$ cat config.mk
export PLATFORM = sky130hd
export DESIGN_NAME = rtc_calendar_core
export DESIGN_NICKNAME = d
export VERILOG_FILES = /design/src/rtl/rtc_pkg.sv /design/src/rtl/rtc_prescaler.sv /design/src/rtl/rtc_calendar_core.sv
export SDC_FILE = /design/constraint.sdc
export NUM_CORES = 1
export LEC_CHECK = 0
export CAP_MARGIN = 25
export CORE_UTILIZATION = 50
export DETAILED_ROUTE_END_ITERATION = 16
export DONT_BUFFER_PORTS = 1
export GPL_ROUTABILITY_DRIVEN = 1
export SLEW_MARGIN = 20
export SYNTH_ARGS = -nofsm -noshare
export SYNTH_HDL_FRONTEND = slang
export SYNTH_SLANG_ARGS = --single-unit
$ cat constraint.sdc
create_clock -name clk -period 3.5 [get_ports clk]
set_clock_uncertainty 0.2 [all_clocks]
set_input_delay 0.525 -clock clk [delete_from_list [all_inputs] [get_ports clk]]
set_output_delay 0.525 -clock clk [all_outputs]
set_load 0.1 [all_outputs]
$ cat src/rtl/rtc_pkg.sv
// Shared types, limits and calendar helpers for the RTC calendar core.
package rtc_pkg;

    typedef enum logic [1:0] {StIdle, StCheck, StApply, StReject} set_state_e;

    localparam logic [5:0] SEC_MAX   = 6'd59;
    localparam logic [5:0] MIN_MAX   = 6'd59;
    localparam logic [4:0] HOUR_MAX  = 5'd23;
    localparam logic [3:0] MONTH_MAX = 4'd12;

    // Years 2000..2099 only, so the century exception never applies.
    function automatic logic is_leap(input logic [1:0] year_lsb);
        return year_lsb == 2'd0;
    endfunction

    function automatic logic [4:0] days_in_month(input logic [3:0] month,
                                                 input logic [1:0] year_lsb);
        logic [4:0] days;
        case (month)
            4'd1, 4'd3, 4'd5, 4'd7, 4'd8, 4'd10, 4'd12: days = 5'd31;
            4'd4, 4'd6, 4'd9, 4'd11:                    days = 5'd30;
            4'd2:    days = is_leap(year_lsb) ? 5'd29 : 5'd28;
            default: days = 5'd0;
        endcase
        return days;
    endfunction

endpackage

$ cat src/rtl/rtc_prescaler.sv
// Divides the system clock down to a one-cycle 1 Hz strobe.
module rtc_prescaler #(
    parameter int unsigned CLK_HZ = 50000000
) (
    input  logic clk,
    input  logic rst,
    input  logic en,
    input  logic clr,
    output logic tick
);
    localparam int unsigned     CntW    = (CLK_HZ > 1) ? $clog2(CLK_HZ) : 1;
    localparam logic [CntW-1:0] CntLast = CntW'(CLK_HZ - 1);

    logic [CntW-1:0] cnt_q, cnt_d;

    assign tick = en && (cnt_q == CntLast);

    always_comb begin
        cnt_d = cnt_q;
        if (clr || tick) begin
            cnt_d = '0;
        end else if (en) begin
            cnt_d = cnt_q + CntW'(1);
        end
    end

    always_ff @(posedge clk) begin
        if (rst) begin
            cnt_q <= '0;
        end else begin
            cnt_q <= cnt_d;
        end
    end

endmodule

$ cat src/rtl/rtc_calendar_core.sv
// Calendar RTC: 1 Hz timekeeping with month lengths and leap years, a validated
// set-time handshake and a 12/24-hour display mapping.
module rtc_calendar_core
    import rtc_pkg::*;
#(
    parameter int unsigned CLK_HZ = 50000000,
    parameter int unsigned YEAR_W = 7
) (
    input  logic              clk,
    input  logic              rst,
    input  logic              run,
    input  logic              mode_12h,
    input  logic              set_valid,
    output logic              set_ready,
    input  logic [5:0]        set_sec,
    input  logic [5:0]        set_min,
    input  logic [4:0]        set_hour,
    input  logic [4:0]        set_day,
    input  logic [3:0]        set_month,
    input  logic [YEAR_W-1:0] set_year,
    output logic              set_err,
    output logic [5:0]        second,
    output logic [5:0]        minute,
    output logic [4:0]        hour,
    output logic [4:0]        disp_hour,
    output logic              pm,
    output logic [4:0]        day,
    output logic [3:0]        month,
    output logic [YEAR_W-1:0] year,
    output logic              tick_1hz,
    output logic              day_roll,
    output logic              year_wrap
);
    localparam logic [YEAR_W-1:0] YearLast = YEAR_W'(99);

    set_state_e        state_q, state_d;
    logic              capture, set_ok, applying, pre_tick;
    logic [5:0]        cap_sec_q, cap_min_q;
    logic [4:0]        cap_hour_q, cap_day_q;
    logic [3:0]        cap_month_q;
    logic [YEAR_W-1:0] cap_year_q;

    logic [5:0]        sec_q, sec_d, min_q, min_d;
    logic [4:0]        hour_q, hour_d, day_q, day_d;
    logic [3:0]        month_q, month_d;
    logic [YEAR_W-1:0] year_q, year_d;
    logic              tick_q, tick_d, roll_q, roll_d, wrap_q, wrap_d;

    // Loading a new time restarts the second from a clean prescaler phase.
    rtc_prescaler #(.CLK_HZ(CLK_HZ)) u_prescaler (
        .clk  (clk),
        .rst  (rst),
        .en   (run),
        .clr  (applying),
        .tick (pre_tick)
    );

    assign set_ok = (cap_sec_q <= SEC_MAX) && (cap_min_q <= MIN_MAX) &&
                    (cap_hour_q <= HOUR_MAX) &&
                    (cap_month_q != 4'd0) && (cap_month_q <= MONTH_MAX) &&
                    (cap_day_q != 5'd0) &&
                    (cap_day_q <= days_in_month(cap_month_q, cap_year_q[1:0]));

    always_comb begin
        state_d   = state_q;
        capture   = 1'b0;
        set_ready = 1'b0;
        set_err   = 1'b0;
        applying  = 1'b0;
        unique case (state_q)
            StIdle: begin
                set_ready = 1'b1;
                if (set_valid) begin
                    state_d = StCheck;
                    capture = 1'b1;
                end
            end
            StCheck:  state_d = set_ok ? StApply : StReject;
            StApply: begin
                applying = 1'b1;
                state_d  = StIdle;
            end
            StReject: begin
                set_err = 1'b1;
                state_d = StIdle;
            end
            default:  state_d = StIdle;
        endcase
    end

    always_comb begin
        sec_d   = sec_q;
        min_d   = min_q;
        hour_d  = hour_q;
        day_d   = day_q;
        month_d = month_q;
        year_d  = year_q;
        tick_d  = 1'b0;
        roll_d  = 1'b0;
        wrap_d  = 1'b0;
        if (applying) begin
            sec_d   = cap_sec_q;
            min_d   = cap_min_q;
            hour_d  = cap_hour_q;
            day_d   = cap_day_q;
            month_d = cap_month_q;
            year_d  = cap_year_q;
        end else if (pre_tick) begin
            tick_d = 1'b1;
            sec_d  = sec_q + 6'd1;
            if (sec_q == SEC_MAX) begin
                sec_d = 6'd0;
                min_d = min_q + 6'd1;
                if (min_q == MIN_MAX) begin
                    min_d  = 6'd0;
                    hour_d = hour_q + 5'd1;
                    if (hour_q == HOUR_MAX) begin
                        hour_d = 5'd0;
                        roll_d = 1'b1;
                        day_d  = day_q + 5'd1;
                        if (day_q >= days_in_month(month_q, year_q[1:0])) begin
                            day_d   = 5'd1;
                            month_d = month_q + 4'd1;
                            if (month_q >= MONTH_MAX) begin
                                month_d = 4'd1;
                                year_d  = year_q + YEAR_W'(1);
                                if (year_q == YearLast) begin
                                    year_d = '0;
                                    wrap_d = 1'b1;
                                end
                            end
                        end
                    end
                end
            end
        end
    end

    always_ff @(posedge clk) begin
        if (rst) begin
            state_q <= StIdle;
        end else begin
            state_q <= state_d;
        end
    end

    always_ff @(posedge clk) begin
        if (capture) begin
            cap_sec_q   <= set_sec;
            cap_min_q   <= set_min;
            cap_hour_q  <= set_hour;
            cap_day_q   <= set_day;
            cap_month_q <= set_month;
            cap_year_q  <= set_year;
        end
    end

    always_ff @(posedge clk) begin
        if (rst) begin
            sec_q   <= 6'd0;
            min_q   <= 6'd0;
            hour_q  <= 5'd0;
            day_q   <= 5'd1;
            month_q <= 4'd1;
            year_q  <= '0;
            tick_q  <= 1'b0;
            roll_q  <= 1'b0;
            wrap_q  <= 1'b0;
        end else begin
            sec_q   <= sec_d;
            min_q   <= min_d;
            hour_q  <= hour_d;
            day_q   <= day_d;
            month_q <= month_d;
            year_q  <= year_d;
            tick_q  <= tick_d;
            roll_q  <= roll_d;
            wrap_q  <= wrap_d;
        end
    end

    always_comb begin
        disp_hour = hour_q;
        if (mode_12h) begin
            if (hour_q == 5'd0) begin
                disp_hour = 5'd12;
            end else if (hour_q > 5'd12) begin
                disp_hour = hour_q - 5'd12;
            end
        end
    end

    assign pm        = hour_q >= 5'd12;
    assign second    = sec_q;
    assign minute    = min_q;
    assign hour      = hour_q;
    assign day       = day_q;
    assign month     = month_q;
    assign year      = year_q;
    assign tick_1hz  = tick_q;
    assign day_roll  = roll_q;
    assign year_wrap = wrap_q;

endmodule

* Yosys cells after proc, flatten, opt, wreduce, memory -nomap -nowiden *
Index checks and enable logic that the tools add are counted.

storage, ports and cells
  bits in registers = 97
  input port bits = 38
  output and inout port bits = 44
  logic and storage cells = 163

operators by class
  add/subtract/negate cells = 8
  $lt $le $gt $ge = 9
  eq/ne operators = 33
  mux-type cells = 56
  bitwise logic cells = 6
  reduce and logical (&&, ||, !) cells = 34

operators by type and width
  operator                 number
  $mux W5                  19
  $mux W7                  8
  $mux W6                  7
  $eq A4 B4 Y1 const B     10
  $eq A4 B3 Y1 const B     8
  $pmux W5 S3              2
  $mux W4                  7
  $add A26 B1 Y26 const B  1
  $eq A26 B26 Y1 const B   1
  $eq A4 B2 Y1 const B     4
  $reduce_or A7 Y1         2
  $add A6 B1 Y6 const B    2
  $eq A6 B6 Y1 const B     2
  $le A6 B6 Y1 const B     2
  $reduce_bool A2 Y1       6
  $mux W1                  11
  $add A5 B1 Y5 const B    2
  $eq A4 B1 Y1 const B     2
  $reduce_or A4 Y1         2
  $reduce_or A8 Y1         1
  $add A7 B1 Y7 const B    1
  $eq A7 B7 Y1 const B     1
  $logic_and A1 B1 Y1      7
  $logic_not A2 Y1         3
  27 further kinds         35

* Depth between registers and ports, before layout *
Gate-level depths: netlist of run 1.

  depth in word-level cells = 15
  gate-level depth with buffers = 12
  depth with buffers taken out = 12

* Hierarchy *
From an unflattened synthesis of run 1, not the netlist that was laid out.

unflattened totals
  cell total of the unflattened synthesis = 534
  area, all modules = 5,131.2 sq um

by module, submodules not included
  module             times used  cells an instance  area an instance (sq um)  seq. area each (sq um)
  rtc_calendar_core  1           388                3,847.4                   1,751.7
  rtc_prescaler      1           146                1,283.7                   520.5

* Least setup slack after synthesis of run 1 *
No wires, ideal clock.

  kind = register to output
  from = register hour_q[2], in the netlist hour[2]
  to = output port disp_hour[3]
  arrival time = 3.866 ns
  required time = 2.775 ns
  path slack = -1.091 ns
  cell stages (with the launch flop) = 6
  path buffers = 0
  path through = dfxtp_1 > ha_1 > a21oi_1 > o21ai_0 > nor2_1 > o21ai_0

between the ends
  cells in the longest elaborated chain, start to end = 4
  elaborated cells between the ends (all ways) = 6
  classes of those cells = 1 x add/sub; 1 x order compare; 3 x mux; 1 x reduce/logical

ends and longest elaborated chain
  element                                               RTL line                                            RTL
  from (decl)                                           rtc_calendar_core.sv:44                             logic [4:0] hour_q, hour_d, day_q, day_d;
  from (signal assigned)                                rtc_calendar_core.sv:172                            hour_q <= hour_d;
  $sub A5 B4 Y5 / $gt A5 B4 Y1 (equally long branches)  rtc_calendar_core.sv:188, rtc_calendar_core.sv:187
  $mux W5                                               rtc_calendar_core.sv:187                            end else if (hour_q > 5'd12) begin
  $mux W5 (*)                                           rtc_calendar_core.sv:185                            if (hour_q == 5'd0) begin
  $mux W5 (*)                                           rtc_calendar_core.sv:184                            if (mode_12h) begin
  to (decl)                                             rtc_calendar_core.sv:25                             output logic [4:0] disp_hour,

Every way passes the cells marked *; elsewhere a longest branch is shown, timed or not.

* Final worst setup path of run 1 *
  from = register month_q[0], in the netlist month[0]
  to = register month_q[1], in the netlist month[1]

between the ends
  cells in the longest elaborated chain, start to end = 11
  elaborated cells between the ends (all ways) = 32
  classes of those cells = 1 x add/sub; 2 x order compare; 12 x eq/ne; 13 x mux; 4 x reduce/logical

ends and longest elaborated chain
  element                                                      RTL line                  RTL
  from (decl)                                                  rtc_calendar_core.sv:45   logic [3:0] month_q, month_d;
  from (signal assigned)                                       rtc_calendar_core.sv:174  month_q <= month_d;
  $eq A4 B1 Y1, or another cell as far along                   rtc_pkg.sv:19             case (month)
  $reduce_or A7 Y1 / $reduce_or A4 Y1 (equally long branches)  rtc_pkg.sv:19
  $pmux W5 S3                                                  rtc_pkg.sv:19
  $mux W5                                                      rtc_calendar_core.sv:117  if (hour_q == HOUR_MAX) begin
  $mux W5                                                      rtc_calendar_core.sv:114  if (min_q == MIN_MAX) begin
  $mux W5                                                      rtc_calendar_core.sv:111  if (sec_q == SEC_MAX) begin
  $mux W5                                                      rtc_calendar_core.sv:108  end else if (pre_tick) begin
  $mux W5                                                      rtc_calendar_core.sv:101  if (applying) begin
  $ge A5 B5 Y1                                                 rtc_calendar_core.sv:121  if (day_q >= days_in_month(month_q, year_q[1:0])) begin
  $reduce_bool A2 Y1 (no source line)                          -
  $reduce_and A5 Y1 (no source line)                           -

Parallel ways exist; a longest one is shown, timed or not. The select of a mux whose other input is x is not followed.
A chain may end at the register's enable or synchronous reset.

==> flow_summary_export.csv, run 1 <==
group,metric,value,unit
clock_network,cts_buffer_depth,2,
sta,max_freq,0.311,GHz
finish,nNetsFinal,652,
sta,timing.setup.tns,0,ns
logic_synthesis,synth_area_per_cell,9.21,um^2
finish,diodes,0,
logic_synthesis,yosysWarnings,0,
sta,finalHoldViolations,0,
critical_path,worstPathArrival,3.28,ns
power,power_leakage,0.00211,uW
grt,antenna_found_initial,0,
logic_synthesis,async_flop_share,0,%
critical_path,critPathLaunchType,"register",
sta,min_period,3.21,ns
finish,drive_gt1_share,13.5,%
sta,maxSlewViolCount,0,
logic_synthesis,synth_edf_count,33,
logic_synthesis,syn-cell-area,5080,um^2
logic_synthesis,synth_seq_cells,97,
power,p_comb_share,21.0,%
critical_path,cp_data_required_time,3.56,ns
power,p_per_area,430,nW/um^2
detailed_routing,drc,0,
clock_network,clk_pin_slew_worst_paths,0.08,ns
detailed_routing,viasPerCell,5.86,
sta,holdWs,0.0275,ns
clock_network,cts_buffers,9,
detailed_routing,vias,4258,
floorplan,start_util,51.7,%
floorplan,die_h,103,um
grt,grt_start_max_net_pins,29,
detailed_routing,avgRoutedWirePerCell,16.9,um
run,drv_cap,0,
power,total_power,2490,uW
logic_synthesis,synth_top_flop_cell,"dfxtp_1",
placement,io_buffers,0,
detailed_routing,drtAntennaViolNets,0,
critical_path,end_kind,"register",
clock_network,root_buffer,"clkbuf_8",
clock_network,clk_latency,0.38,ns
floorplan,die_w,103,um
power,ir_worst_vdd,0.377,mV
grt,track_usage,24.3,%
critical_path,crit_type,"reg2reg",
logic_synthesis,yosysSeqAreaShare,44.8,%
run_status,status,"complete, no violations",
finish,syn_to_final_growth,14.0,%
power,swShare,32.8,%
power,seq_power_share,51.1,%
grt,grt_pass1_wl,19.5,mm
sta,rsz0062_at_grt,"no",
detailed_routing,drt-initial-drc-count,256,
power,pwr-share-clk,27.9,%
clock_network,h-tree-depth,3,
sta,setup_viol,0,
worst_hold_path,hold_path_class,"in2reg",
floorplan,io_pins,82,
placement,gp_congestion,0.809,
placement,placed_cell_area,5570,um^2
clock_network,cts_sinks,97,
critical_path,cp_max_fo,6,
grt,grt_overflow_total,0,
detailed_routing,firstDrtPassIters,5,
power,intPower,1670,uW
finish,finalInstanceArea,5790,um^2
placement,place_hpwl,8.68,mm
grt,grt_pass1_vias,3812,
logic_synthesis,syn_inst,551,
sta,finalCritPeriodShare,91.8,%
power,p_sw,815,uW
clock_network,cts_tree,"built",
logic_synthesis,ys_types,56,
floorplan,core_area,9820,um^2
logic_synthesis,syn-num-nets,614,
floorplan,row_count,36,
detailed_routing,wl,12.3,mm
sta,slew_headroom,34.6,%
floorplan,die_area,10600,um^2
sta,tightestPinTransition,0.989,ns
==> cell usage in the layout, fill, tap and decap left out, types with 7 or more instances in the layout <==
| cell | netlist | final |
|---|---|---|
| o21ai_0 | 15 | 14 |
| inv_1 | 20 | 20 |
| a31oi_1 | 7 | 7 |
| nor4_1 | 13 | 13 |
| ha_1 | 25 | 25 |
| edfxtp_1 | 33 | 33 |
| buf_4 | 3 | 44 |
| nand2_1 | 36 | 36 |
| xor2_1 | 7 | 7 |
| a21oi_1 | 25 | 25 |
| clkbuf_8 | 0 | 9 |
| nor3_1 | 19 | 19 |
| nand3_1 | 31 | 31 |
| dfxtp_1 | 64 | 58 |
| and3_1 | 7 | 7 |
| nor2_1 | 69 | 68 |
| xnor2_1 | 21 | 21 |
| nand4_1 | 16 | 16 |
| o31ai_1 | 8 | 8 |
| a311oi_1 | 10 | 10 |
| a211oi_1 | 7 | 7 |
| and2_1 | 7 | 7 |
==> critical path, cell delays in order (launching register included) <==
cell	delay, ns
dfxtp_4	0.38
inv_1	0.07
ha_1	0.21
nor2_1	0.10
a21oi_1	0.05
o32ai_1	0.32
a21boi_2	0.27
ha_1	0.27
a211oi_1	0.22
o21ai_0	0.17
o21ai_1	0.16
o21a_1	0.32
mux2_2	0.36
==> worst paths after layout <==
check	start	end	slack, ns	depth (start not counted)
max	month[0]	month[1]	0.29	12
min	rst	tick_1hz	0.03	1
max reg2reg	month[0]	month[1]	0.29	12
min reg2reg	year[1]	year[1]	0.30	2
==> metal layers <==
| layer | track usage, % | wire length [um] |
|---|---|---|
| met5 | 0 | 0 |
| met4 | 6.39 | 158 |
| met3 | 7.53 | 828 |
| met2 | 38.3 | 5690 |
| met1 | 32.4 | 5650 |
==> metrics by stage <==
step | utilization, % | cells | setup slack, ns
floorplan | - | 551 | 0.0562
global placement | 56.3 | 704 | 0.343
detailed placement | 56.7 | 708 | 0.156
CTS | 58.8 | 726 | 0.139
global route | 58.9 | 727 | 0.0511
finish | 58.9 | 727 | 0.287
==> cells in the mapped netlist, drive strengths merged, types with 4 or more instances <==
cell type / number / area share (%)
a2111oi: 6 / 1.2
a211o: 4 / 0.69
a211oi: 7 / 1.0
a21oi: 25 / 2.5
a22oi: 5 / 0.74
a311oi: 10 / 1.7
a31oi: 7 / 0.86
and2: 8 / 0.99
and3: 7 / 0.86
and4: 8 / 1.5
buf: 6 / 0.67
clkbuf: 20 / 1.5
dfxtp: 64 / 25
edfxtp: 33 / 20
ha: 25 / 6.2
inv: 20 / 1.5
mux2i: 6 / 1.2
nand2: 37 / 2.9
nand2b: 5 / 0.62
nand3: 32 / 3.3
nand4: 16 / 2.0
nor2: 69 / 5.1
nor2b: 7 / 0.86
nor3: 19 / 1.9
nor3b: 5 / 0.74
nor4: 13 / 1.6
o211ai: 4 / 0.59
o21ai: 16 / 1.6
o31ai: 8 / 1.2
or4: 4 / 0.59
xnor2: 21 / 3.6
xor2: 7 / 1.2
==> sequential cells by signal, indices dropped and copies added (netlist names) <==
name               flops
cap_day_q              5
cap_hour_q             5
cap_min_q              6
cap_month_q            4
cap_sec_q              6
cap_year_q             7
day                    5
day_roll               1
hour                   5
minute                 6
month                  4
second                 6
state_q                2
tick_1hz               1
u_prescaler.cnt_q     26
year                   7
year_wrap              1
==> cell families after synthesis <==
| logic type | count (synthesis) | share of synthesized area, % |
|---|---|---|
| compound gates | 109 | 14.8 |
| xor+xnor | 28 | 4.83 |
| fa+ha+maj | 25 | 6.16 |
| buf+inv | 46 | 3.62 |
| flops | 97 | 44.8 |
| mux | 7 | 1.41 |
| simple gates | 239 | 24.4 |
==> timing repair <==
action	4_1_cts	5_1_grt
endpoints found under the setup margin	0	9
hold endpoints to repair	19	1
hold buffers	2	1
resized for setup	0	2
buffers inserted	0	0
==> cell type report <==
cell class | instances | area, um^2
fill | 896 | 4030
multi-input combinational | 408 | 2640
sequential | 97 | 2280
timing repair buffer | 53 | 438
tap | 133 | 166
clock buffer | 13 | 160
inverter | 20 | 75.1
clock inverter | 3 | 22.5
==> power by group through the flow <==
stage / combinational (uW) / clock (uW) / sequential (uW)
floorplan: 236 / 0 / 1460
global route: 561 / 754 / 1280
global placement: 500 / 0 / 1300
CTS: 523 / 725 / 1270
finish: 523 / 694 / 1270
detailed placement: 515 / 0 / 1290
(Power assumes the default switching activity.)
==> inputs of run 2 (changes only) <==
--- a/config.mk
+++ b/config.mk
@@ -11,4 +11,5 @@
 export DONT_BUFFER_PORTS = 1
 export GPL_ROUTABILITY_DRIVEN = 1
+export HOLD_SLACK_MARGIN = 0.1
 export SLEW_MARGIN = 20
 export SYNTH_ARGS = -nofsm -noshare
==> constraint.sdc (replaced) <==
create_clock -name clk -period 3.5 [get_ports clk]
set_clock_uncertainty 0.2 [all_clocks]
set_input_delay 0.35 -clock clk [delete_from_list [all_inputs] [get_ports clk]]
set_output_delay 0.35 -clock clk [all_outputs]
set_load 0.1 [all_outputs]
==> run 2 against run 1 <==
Against the previous run: cell count grew 4.8%; routed wire length grew 2.5%; sequential share of layout area shrank 2.2 points; cell area grew 6.0%; core utilization grew 3.5 points; power grew 0.88%; critical path depth is the same; worst hold slack gained 0.090 ns; sequential cell count is the same; sequential power is essentially flat; clock power shrank 3%; first-iteration DRC count grew 16%; highest routed layer unchanged.
==> flow_summary_export.csv, run 2 (synthesized netlist as in run 1, its figures left out) <==
group,metric,value,unit
run_status,status,"complete, no violations",
grt,grt_pass1_wl,20.0,mm
detailed_routing,firstDrtPassIters,4,
detailed_routing,drtAntennaViolNets,0,
floorplan,die_w,103,um
critical_path,cp_data_required_time,3.57,ns
floorplan,die_area,10600,um^2
sta,rsz0062_at_grt,"no",
finish,final_common_cell,"nor2_1",
finish,largest_reg_flops,26,
finish,seq_area,2280,um^2
grt,grt_start_max_net_pins,47,
critical_path,crit_type,"reg2reg",
critical_path,end_kind,"register",
floorplan,core_area,9820,um^2
finish,syn_to_final_growth,20.8,%
critical_path,critPathLaunchType,"register",
power,ir_worst_vdd,0.385,mV
sta,maxSlewViolCount,0,
sta,timing.setup.tns,0,ns
clock_network,clk_latency,0.39,ns
clock_network,cts_tree,"built",
placement,io_buffers,0,
detailed_routing,viasPerCell,5.79,
finish,final_cell_mix,"nor2_1, dfxtp_1, buf_4",
finish,drive_gt1_share,13.0,%
detailed_routing,drc,0,
floorplan,die_h,103,um
worst_hold_path,hold_path_class,"in2reg",
finish,multiInputGateArea,2640,um^2
finish,fillCellCount,858,
detailed_routing,vias,4411,
clock_network,cts_sinks,97,
finish,max_flop_register,"u_prescaler.cnt_q",
grt,grt_overflow_total,0,
detailed_routing,drt-initial-drc-count,297,
sta,holdWs,0.118,ns
sta,tightestPinTransition,0.991,ns
clock_network,clk_pin_slew_worst_paths,0.09,ns
critical_path,cp_max_fo,6,
grt,grt_pass1_vias,3993,
critical_path,worstPathArrival,3.36,ns
sta,setup_viol,0,
sta,finalHoldViolations,0,
placement,pre_cts_ws,0.167,ns
finish,nNetsFinal,687,
finish,diodes,0,
detailed_routing,avgRoutedWirePerCell,16.6,um
sta,finalCritPeriodShare,93.8,%
sta,setup_slack,0.216,ns
run,drv_cap,0,
floorplan,io_pins,82,
clock_network,h-tree-depth,3,
floorplan,row_count,36,
placement,place_hpwl,8.73,mm
grt,antenna_found_initial,0,
sta,min_period,3.28,ns
clock_network,root_buffer,"clkbuf_8",
detailed_routing,wl,12.6,mm
sta,slew_headroom,34.4,%
placement,gp_congestion,0.793,
floorplan,start_util,51.7,%
clock_network,cts_buffers,9,
sta,max_freq,0.305,GHz
power,power_leakage,0.00226,uW
power,p_per_area,409,nW/um^2
clock_network,cts_buffer_depth,2,
grt,track_usage,24.9,%
-- run 2: cell count changes in the layout (fill, tap and decap cells not counted), sizes merged --
cell / before / now
dlygate4sd3: 3 / 36
clkbuf: 13 / 10
buf: 50 / 52
clkinv: 1 / 3
clkinvlp: 0 / 1
-- run 2: timing repair --
action / 4_1_cts / 5_1_grt
buffers inserted: 0 / 0
endpoints found under the hold margin: 76 / 0
setup endpoints to repair: 0 / 6
hold buffers: 37 / 0
gates resized for setup: 0 / 1
-- run 2: per-stage QoR --
stage / power, uW / area [um^2] / utilization [%] / cells
final: 2510 / 6130 / 62.5 / 762
after global routing: 2600 / 6130 / 62.5 / 762
after CTS: 2520 / 6130 / 62.5 / 762
after detailed placement: 1810 / 5580 / 56.9 / 709
after global placement: 1800 / 5510 / 56.1 / 703
after floorplan: 1690 / 5090 / - / 551
-- run 2: per-layer routing --
| metal | GRT usage, % | part of all wire (%) | wire length, um | vias to the layer above |
|---|---|---|---|---|
| met1 | 33.3 | 47 | 5910 | 2085 |
| met4 | 6.39 | 1.5 | 185 | 0 |
| met2 | 39.6 | 46 | 5850 | 113 |
| met5 | 0 | 0 | 0 | - |
| li1 | - | - | - | 2194 |
| met3 | 7.32 | 5.4 | 680 | 19 |
-- run 2: critical path, cell delays in order, from the launching register on --
cell and delay, ns:
dfxtp_4 0.38, inv_1 0.07, ha_1 0.23, nor2_1 0.11, a21oi_1 0.05, o32ai_1 0.31
a21boi_1 0.33, ha_1 0.30, a211oi_1 0.22, o21ai_0 0.17, o21ai_1 0.15, o21a_1 0.28
mux2_2 0.36
-- run 2: layout make-up --
class / count / share of cell area, %
Timing Repair Buffer: 88 / 13.1
Multi-Input combinational cell: 408 / 43.0
Inverter: 20 / 1.22
Sequential cell: 97 / 37.3
Clock inverter: 6 / 0.694
Tap cell: 133 / 2.71
Clock buffer: 10 / 2.08
-- run 2: worst paths after layout --
path | startpoint | to | slack, ns | depth (start not counted)
worst max-delay path | month[0] | month[1] | 0.22 | 12
worst min register to register | year[1] | year[1] | 0.30 | 2
worst min-delay path | run | u_prescaler.cnt_q[5] | 0.12 | 3
worst max register to register | month[0] | month[1] | 0.22 | 12
-- run 2: report_power, final --
group / total (uW) / switching [uW] / internal [uW]
clock network: 675 / 414 / 261
registers: 1270 / 40.0 / 1230
logic: 565 / 403 / 162
total: 2510 / 856 / 1650
